`src/rtl/task_link_ctrl.sv`:
```
// Link supervisor between the task layer and the mhp protocol engine: send/done/err exchanges,
// timeout, retry limit, heartbeat refresh and a sticky fault. Define TASK_LINK_BACKOFF_EN for retry backoff.
module task_link_ctrl #(
  parameter int unsigned TIMEOUT_CYC   = 1000,
  parameter int unsigned HEARTBEAT_CYC = 100000,
  parameter int unsigned MAX_RETRY     = 3,
  parameter int unsigned BACKOFF_CYC   = 64,
  parameter int unsigned CNT_W         = 20
) (
  input  logic                           i_clk,
  input  logic                           i_rst_n,
  input  logic                           i_enable,
  output logic                           o_send,
  input  logic                           i_done,
  input  logic                           i_err,
  output logic                           o_link,
  output logic                           o_fail,
  output logic [2:0]                     o_state,
  output logic [$clog2(MAX_RETRY+1)-1:0] o_retry
);

  localparam int unsigned RW = $clog2(MAX_RETRY + 1);

  localparam logic [CNT_W-1:0] CntOne      = CNT_W'(1);
  localparam logic [CNT_W-1:0] TimeoutLast = CNT_W'(TIMEOUT_CYC - 1);
  localparam logic [CNT_W-1:0] HbLast      = CNT_W'(HEARTBEAT_CYC - 1);
  localparam logic [RW-1:0]    RetryOne    = RW'(1);
  localparam logic [RW-1:0]    RetryMax    = RW'(MAX_RETRY);

  typedef enum logic [2:0] {
    IDLE    = 3'd0,
    SEND    = 3'd1,
    WAIT    = 3'd2,
    LINKED  = 3'd3,
`ifdef TASK_LINK_BACKOFF_EN
    FAULT   = 3'd4,
    BACKOFF = 3'd5
`else
    FAULT   = 3'd4
`endif
  } state_e;

  state_e            state_q;
  logic [CNT_W-1:0]  timer_q;
  logic [RW-1:0]     retry_q;
  logic              link_q;
  logic              send_q;
  logic              fail_q;
  logic [RW-1:0]     retry_inc;

  assign retry_inc = (retry_q == RetryMax) ? retry_q : retry_q + RetryOne;

`ifdef TASK_LINK_BACKOFF_EN
  // Backoff doubles per consecutive failure: BACKOFF_CYC << (retry-1) cycles in BACKOFF.
  logic [CNT_W-1:0] backoff_last;
  assign backoff_last = (CNT_W'(BACKOFF_CYC) << (retry_q - RetryOne)) - CntOne;
`else
  logic unused_backoff_cfg;
  assign unused_backoff_cfg = ^CNT_W'(BACKOFF_CYC);
`endif

  // NOTE: state registers use non-blocking assignments so every branch reads pre-edge values.
  always_ff @(posedge i_clk or negedge i_rst_n) begin
    if (!i_rst_n) begin
      state_q <= IDLE;
      timer_q <= '0;
      retry_q <= '0;
      link_q  <= 1'b0;
      send_q  <= 1'b0;
      fail_q  <= 1'b0;
    end else begin
      send_q <= 1'b0;
      if (!i_enable) begin
        state_q <= IDLE;
        timer_q <= '0;
        retry_q <= '0;
        link_q  <= 1'b0;
        fail_q  <= 1'b0;
      end else begin
        case (state_q)
          IDLE: state_q <= SEND;
          SEND: begin
            send_q  <= 1'b1;
            timer_q <= '0;
            state_q <= WAIT;
          end
          WAIT: begin
            if (i_done) begin
              state_q <= LINKED;
              retry_q <= '0;
              link_q  <= 1'b1;
              timer_q <= '0;
            end else if (i_err || timer_q == TimeoutLast) begin
              retry_q <= retry_inc;
              timer_q <= '0;
              if (retry_inc == RetryMax) begin
                state_q <= FAULT;
                link_q  <= 1'b0;
                fail_q  <= 1'b1;
              end else begin
`ifdef TASK_LINK_BACKOFF_EN
                state_q <= BACKOFF;
`else
                state_q <= SEND;
`endif
              end
            end else begin
              timer_q <= timer_q + CntOne;
            end
          end
          LINKED: begin
            if (i_done) begin
              timer_q <= '0;
            end else if (timer_q == HbLast) begin
              state_q <= SEND;
            end else begin
              timer_q <= timer_q + CntOne;
            end
          end
          FAULT: ;
`ifdef TASK_LINK_BACKOFF_EN
          BACKOFF: begin
            if (timer_q == backoff_last) begin
              state_q <= SEND;
            end else begin
              timer_q <= timer_q + CntOne;
            end
          end
`endif
          default: begin
            state_q <= IDLE;
            timer_q <= '0;
            retry_q <= '0;
            link_q  <= 1'b0;
            fail_q  <= 1'b0;
          end
        endcase
      end
    end
  end

  assign o_send  = send_q;
  assign o_link  = link_q;
  assign o_fail  = fail_q;
  assign o_state = state_q;
  assign o_retry = retry_q;

endmodule

```
`config.mk`:
```
export PLATFORM = sky130hd
export DESIGN_NAME = task_link_ctrl
export DESIGN_NICKNAME = d
export VERILOG_FILES = /design/src/rtl/task_link_ctrl.sv
export SDC_FILE = /design/constraint.sdc
export NUM_CORES = 1
export LEC_CHECK = 0
export BUFFER_PORTS_ARGS = -buffer_cell sky130_fd_sc_hd__buf_2
export CAP_MARGIN = 15
export CELL_PAD_IN_SITES_DETAIL_PLACEMENT = 2
export CELL_PAD_IN_SITES_GLOBAL_PLACEMENT = 2
export CORE_MARGIN = 1
export CORE_UTILIZATION = 30
export CTS_CLUSTER_SIZE = 14
export DETAILED_ROUTE_END_ITERATION = 7
export PLACE_DENSITY = 0.79
export SYNTH_ARGS = -nofsm -noshare
export SYNTH_HDL_FRONTEND = slang
export SYNTH_SLANG_ARGS = --single-unit
```
`constraint.sdc`:
```
create_clock -name i_clk -period 2.4 [get_ports i_clk]
set_input_delay 0.36 -clock i_clk [delete_from_list [all_inputs] [get_ports i_clk]]
set_output_delay 0.36 -clock i_clk [all_outputs]
set_load 0.1 [all_outputs]
```
==> flow_metrics.env, run 1 <==
export IMPL_die_h_um=75.61
export IMPL_clk_pin_slew_ns=0.10
export IMPL_postCtsResizedCells=0
export IMPL_max_cap_violations=0
export IMPL_cts_hold_buf=0
export IMPL_path_delay_family="simple AND/OR/NAND/NOR gates"
export IMPL_p_leak_nw=0.7815
export IMPL_syn_area_per_cell_sq_um=8.600
export IMPL_grt_pass1_wl_um=8369
export IMPL_rsz0062_at_grt="false"
export IMPL_slew_headroom_pct=56.85
export IMPL_syn_nets=196
export IMPL_fmax_mhz=432.6
export IMPL_r2r_worst_path_cells=5
export IMPL_die_x_um=75.61
export IMPL_ys_types=45
export IMPL_grt_pass1_vias=1655
export IMPL_ys_seq_area_share_pct=43.11
export IMPL_antenna_cells=0
export IMPL_maxSlewViolCount=0
export IMPL_crit_top_cell="or4_4"
export IMPL_yosysWarningCount=0
export IMPL_initial_core_util_pct=31.42
export IMPL_grtUsageTotal_pct=19.78
export IMPL_layout_common_cells="27 x dfrtp_1, 24 x nand2_1, 15 x nor2_1"
export IMPL_tightest_slew_ns=0.6472
export IMPL_utilization_pct=36.50
export IMPL_gr_total_overflow=0
export IMPL_path_cells="or4_4 -> or4_4 -> or2_0 -> a21o_1 -> a31oi_1"
export IMPL_h_tree_depth=1
export IMPL_async_reset_ff_share_pct=100.0
export IMPL_synth_area_sq_um=1625
export IMPL_fin_nets=219
export IMPL_layout_commonest_cell="dfrtp_1"
export IMPL_cp_arrival_ns=2.52
export IMPL_clock_latency_ns=0.28
export IMPL_synth_ff_type="dfrtp_1"
export IMPL_critPathMaxFanout=6
export IMPL_hold_viol=0
export IMPL_fill_cells=609
export IMPL_layout_drive_gt1_share_pct=17.54
export IMPL_cp_slowest_cell="or4_4"
export IMPL_critPathCaptureType="flip-flop"
export IMPL_firstDrtPassIters=4
export IMPL_core_rowCount=26
export IMPL_criticalPathCategory="flip-flop to flip-flop"
export IMPL_tritoncts="yes"
export IMPL_status="finished clean"
export IMPL_vias=1570
export IMPL_ios=13
export IMPL_gp_congestion=0.7635
export IMPL_root_buffer="clkbuf_8"
export IMPL_finalWirelength_um=5010
export IMPL_critPathLaunchType="flip-flop"
export IMPL_cts_sinks=28
export IMPL_antenna_left=0
export IMPL_path_depth=5
export IMPL_synth_xor_area_share_pct=1.617
export IMPL_max_clock_path_buffers=2
export IMPL_setup_tns_ns=0
export IMPL_core_sq_um=5172
export IMPL_synth_compound_gate_area_share_pct=20.02
export IMPL_powerDensity_nw_per_um2=488.5
export IMPL_antenna_found_initial=0
export IMPL_min_period_over_period_pct=96.32
export IMPL_place_hpwl_um=3751
export IMPL_synth_top_family_by_area="simple AND/OR/NAND/NOR gates"
export IMPL_place_ws_ns=0.1113
export IMPL_synth_edf_count=0
export IMPL_syn_to_final_growth_pct=16.17
export IMPL_critical_path_required_ns=2.61
export IMPL_cts_inserted_buffers=3
export IMPL_first_iter_violations=41
export IMPL_hp_class="input pin to asynchronous set/reset pin"
export IMPL_vdd_drop_max_uv=243.8
export IMPL_synthMuxAreaShare_pct=0.6159
export IMPL_grt_max_degree=29
export IMPL_power_mw=0.9224
export IMPL_synth_adder_area_share_pct=1.540
export IMPL_timing_critical_path_buf_inv=0
export IMPL_numPortBuffers=12
export IMPL_synth_cells=189
export IMPL_route_detailed_drc=0
export IMPL_worst_slack_ns=0.08824
export IMPL_wl_per_cell_um=17.83
export IMPL_period_minus_slack_ns=2.312
export IMPL_setup_viol=0
export IMPL_viasPerCell=5.587
export IMPL_synth_simple_area_share_pct=29.56
export IMPL_cpPeakStageDelay_ns=0.56
export IMPL_fin_skew_ns=0.006918
export IMPL_post_cts_buffers=0
export IMPL_dieArea_sq_um=5716
export IMPL_synth_seq_cells=28
==> cell families after synthesis <==
group,after synthesis
simple gates,91
compound gates,51
flops,28
buf+inv,13
xor+xnor,3
fa+ha+maj,2
mux,1
==> stage by stage <==
step / hold slack, ns / cells / instance area (sq um)
6_report: 0.08975 / 281 / 1888
4_1_cts: 0.1231 / 281 / 1888
2_1_floorplan: 0.06441 / 189 / 1627
3_3_place_gp: 0.4330 / 277 / 1833
5_1_grt: 0.1436 / 281 / 1888
3_5_place_dp: 0.4326 / 277 / 1833
==> power breakdown <==
| group | internal (mW) | switching, mW | leakage [nW] |
|---|---|---|---|
| logic | 0.0271 | 0.100 | 0.366 |
| registers | 0.480 | 0.0130 | 0.386 |
| clock network | 0.147 | 0.155 | 0.0288 |
| total | 0.654 | 0.268 | 0.782 |
==> synthesized netlist by cell type, types with 2 or more instances <==
| master | number | share of area (%) |
|---|---|---|
| dfrtp_1 | 28 | 43 |
| nand2_1 | 24 | 5.5 |
| nor2_1 | 15 | 3.5 |
| a31oi_1 | 12 | 4.6 |
| nand3_1 | 12 | 3.7 |
| o21ai_0 | 10 | 3.1 |
| a21oi_1 | 9 | 2.8 |
| inv_1 | 7 | 1.6 |
| nor3_1 | 6 | 1.8 |
| nand2b_1 | 5 | 1.9 |
| nor4_1 | 5 | 1.9 |
| a21o_1 | 4 | 1.8 |
| nand4_1 | 4 | 1.5 |
| clkbuf_1 | 3 | 0.69 |
| o22ai_1 | 3 | 1.2 |
| xnor2_1 | 3 | 1.6 |
| a22oi_1 | 2 | 0.92 |
| a41oi_1 | 2 | 1.1 |
| and3_1 | 2 | 0.77 |
| and3_2 | 2 | 0.92 |
| buf_4 | 2 | 0.92 |
| ha_1 | 2 | 1.5 |
| nor2b_1 | 2 | 0.77 |
| o211ai_1 | 2 | 0.92 |
| or3_1 | 2 | 0.77 |
| or4_4 | 2 | 1.4 |
==> cell type report <==
cell class	instances	area [sq um]	area share [%]
clock buffer	4	55.05	2.916
inverter	7	26.28	1.392
multi-input combinational	148	867.1	45.92
sequential	28	701.9	37.18
tap	70	87.58	4.639
timing repair buffer	24	150.1	7.952
==> per-layer routing <==
| layer | part of all wire [%] | vias up | track usage (%) |
|---|---|---|---|
| met5 | 0 | - | 0 |
| met4 | 0.46 | 0 | 2.469 |
| met3 | 1.7 | 2 | 2.778 |
| met2 | 50 | 17 | 36.11 |
| met1 | 47 | 808 | 25.45 |
| li1 | - | 743 | - |
==> worst reg2reg max path: stages (launching register included) <==
cell and delay [ns]:
dfrtp_1 0.42, or4_4 0.55, or4_4 0.56, or2_0 0.35
a21o_1 0.22, a31oi_1 0.15
==> registers in the layout, indices dropped and copies added (netlist names) <==
| register | cells |
|---|---|
| o_send | 1 |
| o_fail | 1 |
| o_retry | 2 |
| o_state | 3 |
| o_link | 1 |
| timer_q | 20 |
==> worst paths after layout <==
check                                  from          end  slack, ns
max in group asynchronous           i_rst_n   o_state[0]       1.86
min in group i_clk                   i_done   o_state[2]       0.36
worst min-delay path                i_rst_n   timer_q[8]       0.09
worst max-delay path            timer_q[13]   timer_q[2]       0.09
worst max register to register  timer_q[13]   timer_q[2]       0.09
worst min register to register  timer_q[19]  timer_q[19]       0.51
Note: power is estimated with default switching activity, not from simulation.
==> run 2, diff against run 1 <==
- CAP_MARGIN: 15 -> unset
- RECOVER_POWER: unset -> 50
==> flow_metrics.env, run 2 (same netlist as run 1, synthesis figures left out) <==
export IMPL_grt_max_degree=29
export IMPL_cts_inserted_buffers=3
export IMPL_fmax_mhz=432.6
export IMPL_core_sq_um=5172
export IMPL_initial_core_util_pct=31.42
export IMPL_hp_class="input pin to flip-flop"
export IMPL_tritoncts="yes"
export IMPL_h_tree_depth=1
export IMPL_antenna_left=0
export IMPL_grt_pass1_wl_um=8369
export IMPL_largest_reg_flops=20
export IMPL_antenna_cells=0
export IMPL_tightest_slew_ns=1.546
export IMPL_dieArea_sq_um=5716
export IMPL_cp_arrival_ns=2.52
export IMPL_fin_nets=219
export IMPL_ios=13
export IMPL_wl_per_cell_um=17.84
export IMPL_fin_skew_ns=0.006918
export IMPL_clk_pin_slew_ns=0.10
export IMPL_period_minus_slack_ns=2.312
export IMPL_grt_pass1_vias=1655
export IMPL_die_x_um=75.61
export IMPL_die_h_um=75.61
export IMPL_layout_drive_gt1_share_pct=16.11
export IMPL_grtUsageTotal_pct=19.78
export IMPL_first_iter_violations=41
export IMPL_rsz0062_at_grt="false"
export IMPL_postCtsResizedCells=0
export IMPL_clock_latency_ns=0.28
export IMPL_seqPwrFrac_pct=53.5
export IMPL_slew_headroom_pct=-3.070
export IMPL_numPortBuffers=12
export IMPL_cts_hold_buf=0
export IMPL_switching_share_pct=29.12
export IMPL_root_buffer="clkbuf_8"
export IMPL_route_detailed_drc=0
export IMPL_powerDensity_nw_per_um2=489.1
export IMPL_max_cap_violations=1
export IMPL_criticalPathCategory="flip-flop to flip-flop"
export IMPL_fin_cells=281
export IMPL_firstDrtPassIters=4
export IMPL_status="complete, but fails checks"
export IMPL_syn_to_final_growth_pct=15.94
export IMPL_finalWirelength_um=5012
export IMPL_max_clock_path_buffers=2
export IMPL_switchingPower_mw=0.2684
export IMPL_p_leak_nw=0.7706
export IMPL_violations="max-capacitance violations, max-slew violations"
export IMPL_min_period_over_period_pct=96.32
export IMPL_layout_common_cells="27 x dfrtp_1, 24 x nand2_1, 15 x nor2_1"
export IMPL_dpl_cell_area_sq_um=1833
export IMPL_intPower_mw=0.6532
export IMPL_critPathCaptureType="flip-flop"
export IMPL_postLayoutCellArea_sq_um=1884
export IMPL_vias=1570
export IMPL_gr_total_overflow=0
export IMPL_critPathMaxFanout=6
export IMPL_gp_congestion=0.7635
export IMPL_antenna_found_initial=0
export IMPL_cts_sinks=28
export IMPL_post_cts_buffers=0
export IMPL_setup_tns_ns=0
export IMPL_timing_hold_ws_ns=0.3601
export IMPL_placed_cells=277
export IMPL_power_mw=0.9216
export IMPL_vdd_drop_max_uv=243.8
export IMPL_largest_register="timer_q"
export IMPL_critical_path_required_ns=2.61
export IMPL_place_ws_ns=0.1113
export IMPL_layout_commonest_cell="dfrtp_1"
export IMPL_setup_viol=0
export IMPL_core_rowCount=26
export IMPL_worst_slack_ns=0.08824
export IMPL_critPathLaunchType="flip-flop"
export IMPL_comb_power_share_pct=13.7
export IMPL_hold_viol=0
export IMPL_maxSlewViolCount=29
export IMPL_viasPerCell=5.587
export IMPL_utilization_pct=36.43
export IMPL_place_hpwl_um=3751
export IMPL_clock_power_share_pct=32.8
run 2: cell count changes in the layout (fill, tap and decap cells not counted), sizes merged:
| cell | previous run | this run |
|---|---|---|
| clkbuf | 4 | 7 |
| buf | 24 | 21 |
run 2: worst paths after layout:
kind                        startpoint           to  slack [ns]  cells past startpoint
setup reg to reg           timer_q[13]   timer_q[2]        0.09                      5
setup / recovery           timer_q[13]   timer_q[2]        0.09                      5
hold reg to reg            timer_q[19]  timer_q[19]        0.51                      1
min in group asynchronous      i_rst_n   timer_q[8]        0.44                      1
max in group asynchronous      i_rst_n   o_state[0]        0.96                      1
hold / removal                  i_done   o_state[2]        0.36                      2
run 2: layer usage:
metal / track usage (%) / vias up / part of all wire (%)
met2: 36.11 / 17 / 50
li1: - / 743 / -
met1: 25.45 / 808 / 48
met5: 0 / - / 0
met3: 2.778 / 2 / 1.7
met4: 2.469 / 0 / 0.46
run 2: layout make-up:
class / instances / area (sq um)
flip-flops and latches: 28 / 701.9
clock buffers: 4 / 55.05
inverters: 7 / 26.28
multi-input cells: 148 / 867.1
repair buffers: 24 / 146.4
well taps: 70 / 87.58
fillers: 612 / 3288
run 2: worst max-delay path: stages, from the launching register on:
cell and delay, ns:
dfrtp_1 0.42, or4_4 0.55, or4_4 0.56, or2_0 0.35
a21o_1 0.22, a31oi_1 0.15
run 2: power by group through the flow:
stage | Sequential (mW) | Combinational, mW | Clock [mW]
after detailed placement | 0.502 | 0.129 | 0
after global routing | 0.495 | 0.138 | 0.328
after CTS | 0.493 | 0.129 | 0.310
after floorplan | 0.536 | 0.0513 | 0
final | 0.493 | 0.126 | 0.303
after global placement | 0.501 | 0.128 | 0
==> run 3, diff against run 2 <==
- PLACE_DENSITY: 0.79 -> unset
- PLACE_DENSITY_LB_ADDON: unset -> 0.1
==> flow_metrics.env, run 3 (same netlist as run 1, synthesis figures left out) <==
export IMPL_initial_core_util_pct=31.42
export IMPL_grt_pass1_wl_um=9170
export IMPL_dr_max_layer_used="met4"
export IMPL_critPathCaptureType="flip-flop"
export IMPL_dpl_cell_area_sq_um=1848
export IMPL_maxSlewViolCount=29
export IMPL_max_cap_violations=1
export IMPL_tritoncts="yes"
export IMPL_syn_to_final_growth_pct=17.09
export IMPL_grt_max_degree=29
export IMPL_power_mw=0.9391
export IMPL_grt_pass1_vias=1708
export IMPL_h_tree_depth=1
export IMPL_postLayoutCellArea_sq_um=1903
export IMPL_first_iter_violations=47
export IMPL_place_hpwl_um=4203
export IMPL_critPathMaxFanout=6
export IMPL_tightest_slew_ns=1.616
export IMPL_wl_per_cell_um=19.72
export IMPL_worst_slack_ns=0.1242
export IMPL_die_x_um=75.61
export IMPL_antenna_found_initial=0
export IMPL_fmax_mhz=439.4
export IMPL_met3WireLength_um=116
export IMPL_viasPerCell=5.625
export IMPL_numPortBuffers=12
export IMPL_vdd_drop_max_uv=243.2
export IMPL_layout_drive_gt1_share_pct=17.37
export IMPL_criticalPathCategory="flip-flop to flip-flop"
export IMPL_status="complete, but fails checks"
export IMPL_rsz0062_at_grt="false"
export IMPL_hold_viol=0
export IMPL_route_detailed_drc=0
export IMPL_post_cts_buffers=0
export IMPL_slew_headroom_pct=-7.764
export IMPL_setup_viol=0
export IMPL_die_h_um=75.61
export IMPL_violations="max-capacitance violations, max-slew violations"
export IMPL_fin_skew_ns=0.002282
export IMPL_met2WireLength_um=2652
export IMPL_vias=1592
export IMPL_setup_tns_ns=0
export IMPL_cp_arrival_ns=2.47
export IMPL_powerDensity_nw_per_um2=493.5
export IMPL_path_cells="or4_4 -> nor4_1 -> buf_4 -> a21oi_1 -> nand3b_1 -> a22oi_1"
export IMPL_max_clock_path_buffers=2
export IMPL_largest_reg_flops=20
export IMPL_finalWirelength_um=5580
export IMPL_layout_common_cells="27 x dfrtp_1, 24 x nand2_1, 14 x nor2_1, 14 x buf_4"
export IMPL_core_sq_um=5172
export IMPL_cpPeakStageDelay_ns=0.55
export IMPL_clk_pin_slew_ns=0.10
export IMPL_cts_sinks=28
export IMPL_period_minus_slack_ns=2.276
export IMPL_antenna_cells=0
export IMPL_dieArea_sq_um=5716
export IMPL_fin_nets=221
export IMPL_gr_total_overflow=0
export IMPL_wl_met1_um=2752
export IMPL_hp_class="input pin to flip-flop"
export IMPL_core_rowCount=26
export IMPL_clock_latency_ns=0.29
export IMPL_place_ws_ns=0.07889
export IMPL_critPathLaunchType="flip-flop"
export IMPL_root_buffer="clkbuf_8"
export IMPL_utilization_pct=36.79
export IMPL_critical_path_required_ns=2.59
export IMPL_grtUsageTotal_pct=21.86
export IMPL_layout_commonest_cell="dfrtp_1"
export IMPL_cp_slowest_cell="or4_4"
export IMPL_gp_congestion=0.7937
export IMPL_largest_register="timer_q"
export IMPL_p_leak_nw=0.7763
export IMPL_min_period_over_period_pct=94.83
export IMPL_cts_inserted_buffers=3
export IMPL_ios=13
export IMPL_firstDrtPassIters=4
export IMPL_antenna_left=0
==> run 3: worst max-delay path: cells and delay by family (launching register included) <==
family | cells | cell delay [ns]
AO/OA/AOI/OAI | 2 | 0.40
buffers and inverters | 1 | 0.20
flip-flops | 1 | 0.43
AND/OR/NAND/NOR | 3 | 1.16
==> run 3: final cells by class <==
type | count | area, sq um
timing repair buffer | 26 | 160.2
inverter | 7 | 26.28
fill | 591 | 3269
multi-input combinational | 148 | 872.1
clock buffer | 4 | 55.05
tap | 70 | 87.58
sequential | 28 | 701.9
==> run 3: worst paths after layout <==
| path | endpoint | startpoint | cells past startpoint | slack (ns) |
|---|---|---|---|---|
| setup / recovery | o_retry[1] | timer_q[13] | 6 | 0.12 |
| hold / removal | o_state[2] | i_done | 2 | 0.35 |
| setup reg to reg | o_retry[1] | timer_q[13] | 6 | 0.12 |
| hold reg to reg | timer_q[19] | timer_q[19] | 1 | 0.50 |
| max in group asynchronous | o_state[0] | i_rst_n | 1 | 0.89 |
| min in group asynchronous | o_retry[1] | i_rst_n | 1 | 0.47 |
==> run 3: metal layers <==
metal,vias up,global-route usage [%]
met3,5,1.984
met1,816,29.98
li1,753,-
met2,18,37.10
met4,0,5.556
met5,-,0
==> run 3: stage by stage <==
stage                     hold slack (ns)  cells
after floorplan                   0.06441    189
after global placement             0.4223    279
after detailed placement           0.4447    279
after CTS                          0.1253    283
after global routing               0.3712    283
final                              0.3470    283
==> run 3: what timing repair did <==
| action | in CTS | in global routing |
|---|---|---|
| hold buffers | 0 | 0 |
| resized for setup | 0 | 3 |
| endpoints found under the setup margin | 0 | 3 |
==> run 3: where the power goes <==
part	internal, mW	leakage, nW	switching, mW
combinational	0.0289	0.361	0.105
clock	0.148	0.0288	0.166
sequential	0.480	0.386	0.0117
